## config.mk

```make
export PLATFORM = sky130hd
export DESIGN_NAME = jogo_sequencia_controle
export DESIGN_NICKNAME = d
export VERILOG_FILES = /design/src/rtl/jogo_sequencia_pkg.sv /design/src/rtl/contador_m.sv /design/src/rtl/jogo_sequencia_controle.sv
export SDC_FILE = /design/constraint.sdc
export NUM_CORES = 1
export LEC_CHECK = 0
export ABC_CLOCK_PERIOD_IN_PS = 5400
export BUFFER_PORTS_ARGS = -buffer_cell sky130_fd_sc_hd__buf_2
export CAP_MARGIN = 20
export CORE_AREA = 8 8 67 69
export CTS_BUF_LIST = sky130_fd_sc_hd__clkbuf_8 sky130_fd_sc_hd__clkbuf_16
export DETAILED_ROUTE_END_ITERATION = 10
export DIE_AREA = 0 0 75 77
export GPL_TIMING_DRIVEN = 0
export PLACE_DENSITY = 0.85
export SYNTH_ARGS = -nofsm -noshare
export SYNTH_HDL_FRONTEND = slang
export SYNTH_SLANG_ARGS = --single-unit
```

## constraint.sdc

```tcl
create_clock -name clock -period 5.4 [get_ports clock]
set_input_delay 0.81 -clock clock [delete_from_list [all_inputs] [get_ports clock]]
set_output_delay 0.81 -clock clock [all_outputs]
set_load 0.1 [all_outputs]
```

## src/rtl/jogo_sequencia_pkg.sv

```systemverilog
// rtl/jogo_sequencia_pkg.sv - state encodings shared by the sequence-game control unit
package jogo_sequencia_pkg;

    typedef enum logic [3:0] {
        IDLE           = 4'h0,
        PREPARACAO     = 4'h1,
        INICIO         = 4'h2,
        ESPERA         = 4'h3,
        REGISTRA       = 4'h4,
        COMPARACAO     = 4'h5,
        PROXIMA_JOGADA = 4'h6,
        ULTIMA_RODADA  = 4'h7,
        PROXIMA_RODADA = 4'h8,
        FALHA          = 4'h9,
        FIM_A          = 4'hA,
        FIM_T          = 4'hD,
        FIM_E          = 4'hE
    } estado_t;

    localparam logic [3:0] DB_ESTADO_INVALIDO = 4'hF;

endpackage

```

## src/rtl/contador_m.sv

```systemverilog
// rtl/contador_m.sv - modulo-M up-counter with synchronous clear and terminal-count flag
module contador_m #(
    parameter  int M = 16,
    localparam int W = (M > 2) ? $clog2(M) : 1
) (
    input  logic         clock,
    input  logic         reset,
    input  logic         zera,
    input  logic         conta,
    output logic [W-1:0] Q,
    output logic         fim
);

    logic [W-1:0] q_q, q_d;

    always_comb begin
        q_d = q_q;
        if (zera) begin
            q_d = '0;
        end else if (conta) begin
            q_d = (q_q == W'(M - 1)) ? '0 : q_q + W'(1);
        end
    end

    always_ff @(posedge clock or posedge reset) begin
        if (reset) begin
            q_q <= '0;
        end else begin
            q_q <= q_d;
        end
    end

    assign Q   = q_q;
    assign fim = (q_q == W'(M - 1));

endmodule

```

## src/rtl/jogo_sequencia_controle.sv

```systemverilog
// rtl/jogo_sequencia_controle.sv - Moore control unit for the sequence-memory game
module jogo_sequencia_controle
    import jogo_sequencia_pkg::*;
#(
    parameter  int N_JOGADAS = 16,
    parameter  int TIMEOUT   = 5000,
    parameter  int VIDAS     = 1,
    localparam int W         = (N_JOGADAS > 2) ? $clog2(N_JOGADAS) : 1,
    localparam int WV        = $clog2(VIDAS + 1),
    localparam int WT        = $clog2(TIMEOUT)
) (
    input  logic          clock,
    input  logic          reset,
    input  logic          jogar,
    input  logic          modo,
    input  logic          jogada,
    input  logic          jogada_correta,
    output logic [W-1:0]  endereco,
    output logic [W-1:0]  rodada,
    output logic [WV-1:0] vidas,
    output logic          limpaRC,
    output logic          registraRC,
    output logic          zeraLeds,
    output logic          registraLeds,
    output logic          led_selector,
    output logic          ganhou,
    output logic          perdeu,
    output logic          pronto,
    output logic          db_timeout,
    output logic [3:0]    db_estado
);

    estado_t       estado_q, estado_d;
    logic [W-1:0]  endereco_q, endereco_d;
    logic [W-1:0]  rodada_q, rodada_d;
    logic [WV-1:0] vidas_q, vidas_d;
    logic          modo_r_q, modo_r_d;
    logic          causa_t_q, causa_t_d;
    logic [WT-1:0] timer_q;
    logic          timer_fim;
    logic [W-1:0]  limite;

    // Timer only runs while waiting for a play; saturating at the top keeps it from wrapping
    contador_m #(.M(TIMEOUT)) u_timer (
        .clock (clock),
        .reset (reset),
        .zera  (estado_d != ESPERA),
        .conta ((estado_q == ESPERA) && !timer_fim),
        .Q     (timer_q),
        .fim   (timer_fim)
    );

    assign limite = modo_r_q ? W'(N_JOGADAS - 1) : rodada_q;

    always_comb begin
        estado_d     = estado_q;
        endereco_d   = endereco_q;
        rodada_d     = rodada_q;
        vidas_d      = vidas_q;
        modo_r_d     = modo_r_q;
        causa_t_d    = causa_t_q;
        limpaRC      = 1'b0;
        registraRC   = 1'b0;
        zeraLeds     = 1'b0;
        registraLeds = 1'b0;
        led_selector = 1'b0;
        ganhou       = 1'b0;
        perdeu       = 1'b0;
        pronto       = 1'b0;
        db_timeout   = 1'b0;
        db_estado    = estado_q;
        case (estado_q)
            IDLE: begin
                zeraLeds = 1'b1;
                limpaRC  = 1'b1;
                if (jogar) estado_d = PREPARACAO;
            end
            PREPARACAO: begin
                zeraLeds     = 1'b1;
                limpaRC      = 1'b1;
                led_selector = 1'b1;
                rodada_d     = '0;
                endereco_d   = '0;
                vidas_d      = WV'(VIDAS);
                modo_r_d     = modo;
                causa_t_d    = 1'b0;
                estado_d     = INICIO;
            end
            INICIO: begin
                registraLeds = 1'b1;
                led_selector = 1'b1;
                endereco_d   = '0;
                estado_d     = ESPERA;
            end
            ESPERA: begin
                // A play arriving on the expiry cycle still counts
                if (jogada) begin
                    estado_d = REGISTRA;
                end else if (timer_q == WT'(TIMEOUT - 1)) begin
                    estado_d  = FALHA;
                    causa_t_d = 1'b1;
                end
            end
            REGISTRA: begin
                registraRC   = 1'b1;
                registraLeds = 1'b1;
                estado_d     = COMPARACAO;
            end
            COMPARACAO: begin
                if (!jogada_correta) begin
                    estado_d  = FALHA;
                    causa_t_d = 1'b0;
                end else if (endereco_q == limite) begin
                    estado_d = ULTIMA_RODADA;
                end else begin
                    estado_d = PROXIMA_JOGADA;
                end
            end
            PROXIMA_JOGADA: begin
                endereco_d = endereco_q + W'(1);
                estado_d   = ESPERA;
            end
            ULTIMA_RODADA: begin
                if (modo_r_q || rodada_q == W'(N_JOGADAS - 1)) estado_d = FIM_A;
                else                                           estado_d = PROXIMA_RODADA;
            end
            PROXIMA_RODADA: begin
                led_selector = 1'b1;
                rodada_d     = rodada_q + W'(1);
                estado_d     = INICIO;
            end
            FALHA: begin
                // Spare lives replay the same round from its first position
                vidas_d = vidas_q - WV'(1);
                if (vidas_q == WV'(1)) estado_d = causa_t_q ? FIM_T : FIM_E;
                else                   estado_d = INICIO;
            end
            FIM_A: begin
                pronto = 1'b1;
                ganhou = 1'b1;
                if (jogar) estado_d = PREPARACAO;
            end
            FIM_T: begin
                pronto     = 1'b1;
                perdeu     = 1'b1;
                db_timeout = 1'b1;
                if (jogar) estado_d = PREPARACAO;
            end
            FIM_E: begin
                pronto = 1'b1;
                perdeu = 1'b1;
                if (jogar) estado_d = PREPARACAO;
            end
            default: begin
                estado_d  = IDLE;
                db_estado = DB_ESTADO_INVALIDO;
            end
        endcase
    end

    always_ff @(posedge clock or posedge reset) begin
        if (reset) begin
            estado_q   <= IDLE;
            endereco_q <= '0;
            rodada_q   <= '0;
            vidas_q    <= WV'(VIDAS);
            modo_r_q   <= 1'b0;
            causa_t_q  <= 1'b0;
        end else begin
            estado_q   <= estado_d;
            endereco_q <= endereco_d;
            rodada_q   <= rodada_d;
            vidas_q    <= vidas_d;
            modo_r_q   <= modo_r_d;
            causa_t_q  <= causa_t_d;
        end
    end

    assign endereco = endereco_q;
    assign rodada   = rodada_q;
    assign vidas    = vidas_q;

endmodule

```

==> flow_summary.yaml <==
yosys:
  async_reset_ff_share_pct: 100
  synth-seq-cells: 28
  synth_area_per_cell_um2: 8.85
  seq_area_frac_synth_pct: 35.6
  synth_top_area_share_pct: 34.2
  synth-edff-count: 0
  synth.area.top_cells: "dfrtp_1, nor3_2, xnor2_1"
  synth.most_common_cell: "dfrtp_1"
  syn-num-nets: 232
  yosys_warnings: 0
  synth_cells: 223
  synth_top_area_cell: "dfrtp_1"
  synth.distinct_cells: 52
  synth_ff_type: "dfrtp_1"
  synthTopCellsByCount: "dfrtp_1, nor2_1, a21oi_1, nand2_1, nor3_1"
  syn-cell-area_um2: 1970
critical_path:
  crit_arrival_ns: 2.15
  cp_common_cell: "buf_2"
  path_cells: "buf_2, buf_1, nand2_1, o21ai_0, buf_2"
  cpPeakStageDelay_ns: 0.45
  crit_fanout: 10
  cp_top_family: "buffers and inverters"
  cp-end-kind: "output port"
  crit_required_ns: 4.59
  path_class: "register to output port"
  crit_path_top_delay_cell: "buf_2"
  crit_buf_inv: 3
  crit_path_start_kind: "register"
sta:
  relSlewSlack_pct: 63.3
  hold_viol: 0
  period_needed_ns: 2.96
  whs_ns: 0.456
  rsz0062_at_grt: "false"
  setup_violations: 0
  max_freq_ghz: 0.337
  worst_slew_pin_slew_ns: 0.551
  finalMaxSlewViolations: 0
  timing.final.crit_share_pct: 54.9
  setup_tns_ns: 0
  clock_skew_ns: 0.00758
run_status:
  status: "completed"
clock_tree:
  ctsResizeCount: 0
  cts_tree: "done"
  clkLatencyLatePin_ns: 0.28
  ctsHoldBuffers: 0
  numCtsBuffers: 3
  clockRootBuffer: "clkbuf_8"
  clock-sinks: 28
  clk_pin_slew_worst_paths_ns: 0.10
  postCtsSetupBuffers: 0
  clock_path_buffers: 2
  htreeDepth: 1
worst_hold_path:
  min_path_type: "primary input to async pin"
run:
  maxCapViolations: 0
placement:
  hpwl_um: 3300
  place_congestion: 0.944
  portBuffers: 27
floorplanning:
  initial_core_util_pct: 56.4
  die-width_um: 75
  fp.dieArea_um2: 5780
  coreArea_um2: 3500
  num_io_pins: 28
  fp.dieH_um: 77
  row_count: 22
detailed_routing:
  firstDrtPassIters: 4
  drt_iter0_drc: 169
  drt_wl_total_um: 4530
  drtAntennaViolNets: 0
  wl_per_cell_um: 15.0
  route.detailed.drc: 0
  num_vias: 1753
  via_per_inst: 5.79
final_layout:
  syn_to_final_growth_pct: 14.9
  layout.nets: 265
  drive_gt1_share_pct: 23.9
  fin_util_pct: 64.9
  antenna-diode-count: 0
grt:
  grt_pass1_vias: 1679
  antenna_found_initial: 0
  grt.total_usage_pct: 16.1
  grt_max_degree: 29
  grt_overflow: 0
  grt_pass1_wl_um: 7580
-- layout make-up --
type	instances	area (um2)
multi-input cells	168	1140
plain buffers	17	92.6
clock buffers	3	41.3
well taps	48	60.1
repair buffers	28	163
fillers	306	1230
inverters	10	37.5
flip-flops and latches	28	702
clock inverters	1	30.0
-- stage by stage --
step	instances	instance area (um2)	worst slack, ns
after floorplan	223	1970	1.48
after global placement	298	2170	2.79
after detailed placement	298	2170	2.77
after CTS	302	2240	2.47
after global routing	303	2270	2.20
final	303	2270	2.44
-- flip-flops by register name (all words and copies together), names as in the netlist --
name	flops
causa_t_q	1
endereco	4
estado_q	4
modo_r_q	1
rodada	4
u_timer.Q	13
vidas	1
-- layer usage --
metal	vias to the layer above	wire length (um)	GRT usage (%)
met5	-	0	0
met4	0	77	8.04
met3	8	262	2.21
met2	54	2130	24.3
met1	828	2060	21.4
li1	863	-	-
-- worst reg2reg max path, cell delays in order, from the launching register on --
cell	delay [ns]
dfrtp_1	0.45
or2_1	0.13
clkbuf_1	0.28
o21ai_1	0.10
a32o_1	0.31
a221oi_4	0.32
buf_4	0.28
nor3_2	0.06
-- worst paths after layout --
path / start / end / slack [ns] / depth (start not counted)
worst max-delay path: estado_q[3] / db_estado[0] / 2.44 / 5
worst min-delay path: reset / endereco[1] / 0.46 / 2
worst max register to register: estado_q[1] / u_timer.Q[2] / 3.34 / 7
worst min register to register: vidas / vidas / 0.56 / 2
max in group asynchronous: reset / vidas / 4.46 / 3
min in group clock: vidas / vidas / 0.56 / 2
-- layout by cell type (no fill, tap or decap), types with 4 or more instances in the layout --
master and n:
nand3_1 11, nor2_1 17, inv_1 8, dfrtp_1 27, nand2b_1 6, nor4_1 4
xnor2_1 11, clkbuf_1 6, nor3_2 10, a21o_1 4, o21ai_1 4, nor3_1 13
buf_2 32, nand2_1 14, o21ai_0 11, xor2_1 6, a21oi_1 14
-- kinds of logic (layout without fill, tap and decap cells) --
family	Yosys count	count (layout)	share of synthesized area, %
and+or+nand+nor	94	94	28.0
AOI/OAI and AO/OA	50	50	18.3
DFF	28	28	35.6
buffers and inverters	27	59	6.59
xor gates and xnor gates	17	17	7.55
muxes	4	4	2.16
adders and majority gates	3	3	1.90
Power is not shown: default switching activity piles up to over one toggle a cycle in this logic, so the estimate is an artifact.
